[config.mk]
export PLATFORM = sky130hd
export DESIGN_NAME = cic_comp_fir_flat
export DESIGN_NICKNAME = d
export VERILOG_FILES = /design/src/rtl/cic_comp_pkg.sv /design/src/rtl/cic_comp_fir_if.sv /design/src/rtl/cic_comp_coef_rom.sv /design/src/rtl/cic_comp_fir.sv /design/src/flat_wrapper.sv
export SDC_FILE = /design/constraint.sdc
export NUM_CORES = 1
export LEC_CHECK = 0
export CAP_MARGIN = 15
export CORE_MARGIN = 5
export CORE_UTILIZATION = 35
export DETAILED_ROUTE_END_ITERATION = 12
export PLACE_DENSITY_LB_ADDON = 0.12
export SLEW_MARGIN = 20
export SYNTH_ARGS = -nofsm -noshare
export SYNTH_HDL_FRONTEND = slang
export SYNTH_HIERARCHICAL = 1
export SYNTH_SLANG_ARGS = --single-unit
[constraint.sdc]
create_clock -name clk -period 6.4 [get_ports clk]
set_input_delay 1.6 -clock clk [delete_from_list [all_inputs] [get_ports clk]]
set_output_delay 1.6 -clock clk [all_outputs]
set_load 0.01 [all_outputs]
[src/rtl/cic_comp_pkg.sv]
// Shared constants, coefficient table and FSM state type for the CIC
// droop-compensation FIR.
package cic_comp_pkg;

  localparam int unsigned WIN   = 10;
  localparam int unsigned WOUT  = 10;
  localparam int unsigned ACCW  = 20;
  localparam int unsigned CW    = 9;
  localparam int unsigned KW    = 4;
  localparam int unsigned NTAPS = 11;
  localparam int unsigned SHIFT = 7;

  localparam int OUT_MAX = 511;
  localparam int OUT_MIN = -512;

  // Q7 taps: sum is 128 (unity DC gain), alternating side lobes lift the band edge
  localparam logic signed [CW-1:0] COEF [NTAPS] = '{
    -9'sd1, 9'sd2, -9'sd3, 9'sd6, -9'sd11, 9'sd142,
    -9'sd11, 9'sd6, -9'sd3, 9'sd2, -9'sd1
  };

  typedef enum logic [1:0] {
    IDLE,
    MAC,
    OUT
  } state_e;

endpackage

[src/rtl/cic_comp_fir_if.sv]
// Sample-in / filtered-sample-out bundle between the CIC and the compensator.
interface cic_comp_fir_if;
  import cic_comp_pkg::*;

  logic signed [WIN-1:0]  x_in;
  logic                   x_valid;
  logic signed [WOUT-1:0] y_out;
  logic                   y_valid;
  logic                   busy;
  logic                   overrun;

  modport master (
    output x_in, x_valid,
    input  y_out, y_valid, busy, overrun
  );

  modport slave (
    input  x_in, x_valid,
    output y_out, y_valid, busy, overrun
  );

endinterface

[src/rtl/cic_comp_coef_rom.sv]
// Combinational tap lookup; indices past the last tap read as zero.
module cic_comp_coef_rom
  import cic_comp_pkg::*;
(
  input  logic [KW-1:0]        k,
  output logic signed [CW-1:0] h
);

  always_comb begin
    h = '0;
    case (k)
      4'd0:    h = COEF[0];
      4'd1:    h = COEF[1];
      4'd2:    h = COEF[2];
      4'd3:    h = COEF[3];
      4'd4:    h = COEF[4];
      4'd5:    h = COEF[5];
      4'd6:    h = COEF[6];
      4'd7:    h = COEF[7];
      4'd8:    h = COEF[8];
      4'd9:    h = COEF[9];
      4'd10:   h = COEF[10];
      default: h = '0;
    endcase
  end

endmodule

[src/rtl/cic_comp_fir.sv]
// 11-tap CIC droop-compensation FIR with one time-multiplexed MAC, producing
// a rounded, saturated output 12 cycles after each input strobe.
module cic_comp_fir
  import cic_comp_pkg::*;
(
  input  logic             clk,
  input  logic             reset,
  cic_comp_fir_if.slave    bus
);

  localparam int unsigned PW = CW + WIN;

  state_e                 state;
  state_e                 state_nxt;
  logic [KW-1:0]          k;
  logic signed [ACCW-1:0] acc;
  logic signed [WIN-1:0]  d [NTAPS];
  logic signed [CW-1:0]   coef;
  logic signed [PW-1:0]   prod;
  logic signed [ACCW-1:0] rnd;
  logic signed [ACCW-1:0] rsh;
  logic signed [WOUT-1:0] sat;
  logic                   load;
  logic                   mac_step;
  logic                   emit;

  cic_comp_coef_rom u_rom (
    .k (k),
    .h (coef)
  );

  always_ff @(posedge clk) begin
    if (reset) state <= IDLE;
    else       state <= state_nxt;
  end

  always_comb begin
    state_nxt = state;
    load      = 1'b0;
    mac_step  = 1'b0;
    emit      = 1'b0;
    case (state)
      IDLE: begin
        if (bus.x_valid) begin
          load      = 1'b1;
          state_nxt = MAC;
        end
      end
      MAC: begin
        mac_step = 1'b1;
        if (k == KW'(NTAPS - 1)) state_nxt = OUT;
      end
      OUT: begin
        emit      = 1'b1;
        state_nxt = IDLE;
      end
      default: state_nxt = IDLE;
    endcase
  end

  // Full-precision product, then round half up and clip to the output range
  always_comb begin
    prod = coef * d[k];
    rnd  = acc + ACCW'(64);
    rsh  = rnd >>> SHIFT;
    if (rsh > $signed(ACCW'(OUT_MAX)))      sat = WOUT'(OUT_MAX);
    else if (rsh < $signed(ACCW'(OUT_MIN))) sat = WOUT'(OUT_MIN);
    else                                    sat = WOUT'(rsh);
  end

  always_ff @(posedge clk) begin
    if (reset) begin
      k           <= '0;
      acc         <= '0;
      bus.y_out   <= '0;
      bus.y_valid <= 1'b0;
      bus.busy    <= 1'b0;
      bus.overrun <= 1'b0;
      for (int i = 0; i < int'(NTAPS); i++) d[i] <= '0;
    end else begin
      bus.y_valid <= emit;
      bus.busy    <= (state_nxt != IDLE);
      // A strobe that lands mid-computation is dropped and latched as an error
      if (bus.x_valid && state != IDLE) bus.overrun <= 1'b1;
      if (load) begin
        for (int i = int'(NTAPS) - 1; i > 0; i--) d[i] <= d[i-1];
        d[0] <= bus.x_in;
        acc  <= '0;
        k    <= '0;
      end
      if (mac_step) begin
        acc <= acc + ACCW'(prod);
        k   <= k + KW'(1);
      end
      if (emit) bus.y_out <= sat;
    end
  end

endmodule

[src/flat_wrapper.sv]
// flat-port wrapper written by rule: the top's interface ports become plain ports
module cic_comp_fir_flat import cic_comp_pkg::*;
  (clk, reset, bus_x_in, bus_x_valid, bus_y_out, bus_y_valid, bus_busy, bus_overrun);
  cic_comp_fir_if bus_i ();
  input  logic clk;
  input  logic reset;
  input wire logic [$bits(bus_i.x_in)-1:0] bus_x_in;
  input wire logic [$bits(bus_i.x_valid)-1:0] bus_x_valid;
  output wire logic [$bits(bus_i.y_out)-1:0] bus_y_out;
  output wire logic [$bits(bus_i.y_valid)-1:0] bus_y_valid;
  output wire logic [$bits(bus_i.busy)-1:0] bus_busy;
  output wire logic [$bits(bus_i.overrun)-1:0] bus_overrun;
  assign bus_i.x_in = bus_x_in;
  assign bus_i.x_valid = bus_x_valid;
  assign bus_y_out = bus_i.y_out;
  assign bus_y_valid = bus_i.y_valid;
  assign bus_busy = bus_i.busy;
  assign bus_overrun = bus_i.overrun;
  cic_comp_fir u_core (.clk(clk), .reset(reset), .bus(bus_i));
endmodule
==> flow_summary.json <==
{
  "status": "completed",
  "clock_path_buffers": 2,
  "worst_slew_pin_slew_ps": 960,
  "crit_path_start_kind": "register",
  "die_y_um": 186,
  "routed_wl_um": 21700,
  "ys_seq_elements": 153,
  "drt-initial-drc-count": 312,
  "yosys_warnings": 6,
  "hold_violations": 0,
  "hold_path_startpoint": "u_core/acc[3]",
  "syn_inst": 959,
  "cpMaxStageDelayCell": "mux4_2",
  "whs_ps": 464,
  "pin_count": 26,
  "synth_area_leaders": "edfxtp_1 (30%), fa_1 (18%), and2_1 (8.1%), dfxtp_1 (7.9%), ha_1 (6.7%)",
  "path_max_fanout": 7,
  "cts_root_buffer": "clkbuf_16",
  "synthArstFlopShare_pct": 0,
  "crit_top_cell": "fa_1",
  "grt_usage_pct": 13.4,
  "synthFlopType": "edfxtp_1",
  "grt_pass1_vias": 7103,
  "endpoint_kind": "register",
  "vias_per_cell": 4.66,
  "area_delta_synth_final_pct": 15.9,
  "synth_top_area_cell": "edfxtp_1",
  "core_area_um2": 30600,
  "synth-edff-count": 110,
  "setup-violations-final": 0,
  "cts_made_buffers": 17,
  "fin_util_pct": 41.1,
  "hp-class": "reg -> reg",
  "critPathMaxStageDelay_ps": 560,
  "ys_seq_area_share_pct": 38.4,
  "port_buffers": 25,
  "path_class": "reg -> reg",
  "die-area_um2": 34600,
  "rows": 64,
  "antenna_found_initial": 0,
  "fin_cells": 1424,
  "nets": 1181,
  "crit_family": "adder cells",
  "clk_pin_slew_ps": 70,
  "diodes": 0,
  "max_freq_mhz": 161,
  "start_util_pct": 35.4,
  "grt_overflow": 0,
  "arrival_ps": 6560,
  "dp_cells": 1384,
  "critPathBufInv": 6,
  "avgSynthCellArea_um2": 11.3,
  "hold_buffers": 0,
  "drt_pass1_iterations": 4,
  "hpwlAfterDp_um": 16200,
  "slew_viol_final": 0,
  "h-tree-depth": 4,
  "period_needed_ps": 6210,
  "cts_tree": "done",
  "rsz0062_at_grt": "yes",
  "drc": 0,
  "clock_sinks": 153,
  "syn_nets": 1125,
  "path_cells": "buf_12 > mux4_2 > mux4_2 > buf_4 > and2_2 > fa_1 > inv_1 > fa_1 > fa_1 > inv_1 > fa_1 > inv_1 > fa_1 > inv_1 > ha_4 > nand3_2 > a2111o_1 > o221ai_2 > xnor2_1 > a21oi_1 > o22ai_1",
  "vias": 6642,
  "grt_start_max_net_pins": 62,
  "clkLatencyLatePin_ps": 430,
  "wl_per_cell_um": 15.2,
  "max_cap_viol_count": 0,
  "routabilityCongestion": 0.804,
  "maxSlewHeadroom_pct": 35.9,
  "syn_area_um2": 10800,
  "fp.dieW_um": 186,
  "synth_top_area_share_pct": 30.5,
  "skew_ps": 20.4,
  "crit_required_ps": 6750,
  "final.period_utilization_pct": 97.0,
  "ant_nets": 0,
  "drive_gt1_share_pct": 15.1,
  "grt_pass1_wl_um": 36900,
  "yosys.cell_types.count": 58
}
==> sequential cells by signal, summed over array words and instances, names as in the netlist, named ones only <==
| name | flops |
|---|---|
| u_core/bus.overrun | 1 |
| u_core/d | 110 |
| u_core/bus.y_valid | 1 |
| u_core/k | 4 |
| u_core/acc | 20 |
| u_core/bus.busy | 1 |
| u_core/state | 2 |
| u_core/bus.y_out | 10 |
==> synthesized netlist by cell type (3+ instances only) <==
cell type  number
inv_1         156
and2_1        140
edfxtp_1      110
fa_1           95
nand2_1        70
ha_1           58
dfxtp_1        43
nor2_1         37
mux4_2         30
clkbuf_1       27
o21ai_0        23
a21oi_1        14
nand3_1        14
xnor2_1        14
mux2_2         11
xor2_1         11
o22ai_1         9
a21o_1          7
nor2b_1         6
a211oi_1        4
a31oi_1         4
a32o_1          4
and3_1          4
buf_4           4
buf_6           4
nand2b_1        4
nor3_1          4
o211ai_1        4
o21a_1          4
a22o_1          3
buf_1           3
o2bb2ai_1       3
==> metrics by stage <==
step                worst slack (ps)  setup TNS, ps  area, um2
detailed placement             -19.5          -19.5      11800
global placement                40.9              0      11800
global route                   -63.4          -65.7      12600
floorplan                        135              0      10800
CTS                             13.3              0      12400
finish                           191              0      12600
==> routing by layer <==
metal / GRT usage, % / wire length, um / vias to the layer above
met5: 0 / 0 / -
met4: 2.80 / 193 / 0
met3: 2.19 / 435 / 10
met2: 22.1 / 10300 / 69
met1: 18.7 / 10800 / 3286
li1: - / - / 3277
==> worst register-to-register path: cells and delay by family (launching register included) <==
kind                       cells  cell delay, ps
xor gates and xnor gates       1             170
buffers and inverters          6             540
DFF                            1             410
and+or+nand+nor                2             310
muxes                          2            1050
AOI/OAI and AO/OA              4             800
adders and majority gates      6            2860
==> cell families after synthesis <==
logic type               share of synthesized area [%]
AND/OR/NAND/NOR                                   14.4
adder cells (fa/ha/maj)                           24.2
AO/OA/AOI/OAI                                     6.15
flip-flops                                        38.4
XOR/XNOR                                          2.02
multiplexers                                      7.51
buffers and inverters                             7.23
==> placed cells by master, fill, tap and decap left out, types with 13 or more instances in the layout <==
cell	synthesis	layout
nand2_1	70	70
mux4_2	30	30
ha_1	58	54
fa_1	95	93
clkbuf_16	0	18
inv_1	156	155
buf_4	4	48
nand3_1	14	13
nor2_1	37	36
clkdlybuf4s50_1	0	25
xnor2_1	14	14
o21ai_0	23	20
dfxtp_1	43	42
and2_1	140	136
edfxtp_1	110	110
==> timing repair <==
item,4_1_cts,5_1_grt
hold endpoints to repair,0,0
resized for setup,1,22
cloned,0,1
endpoints found under the setup margin,1,7
pin swaps,0,14
setup buffers,0,7
==> layout make-up <==
class	count	area, um2
fill	2981	18000
multi-input combinational	610	6010
sequential	153	4170
timing repair buffer	77	696
inverter	156	586
tap	396	495
clock buffer	19	433
clock inverter	13	179
==> path summary, 6_finish.rpt <==
kind | to | slack (ps) | cells after the start
worst max-delay path | u_core/acc[19] | 190 | 21
worst min-delay path | u_core/acc[3] | 460 | 2
worst max register to register | u_core/acc[19] | 190 | 21
worst min register to register | u_core/acc[3] | 460 | 2
Power is left out: the tool's default activity adds up to more than one toggle a clock period on the data nets, which glitch-free logic cannot reach.
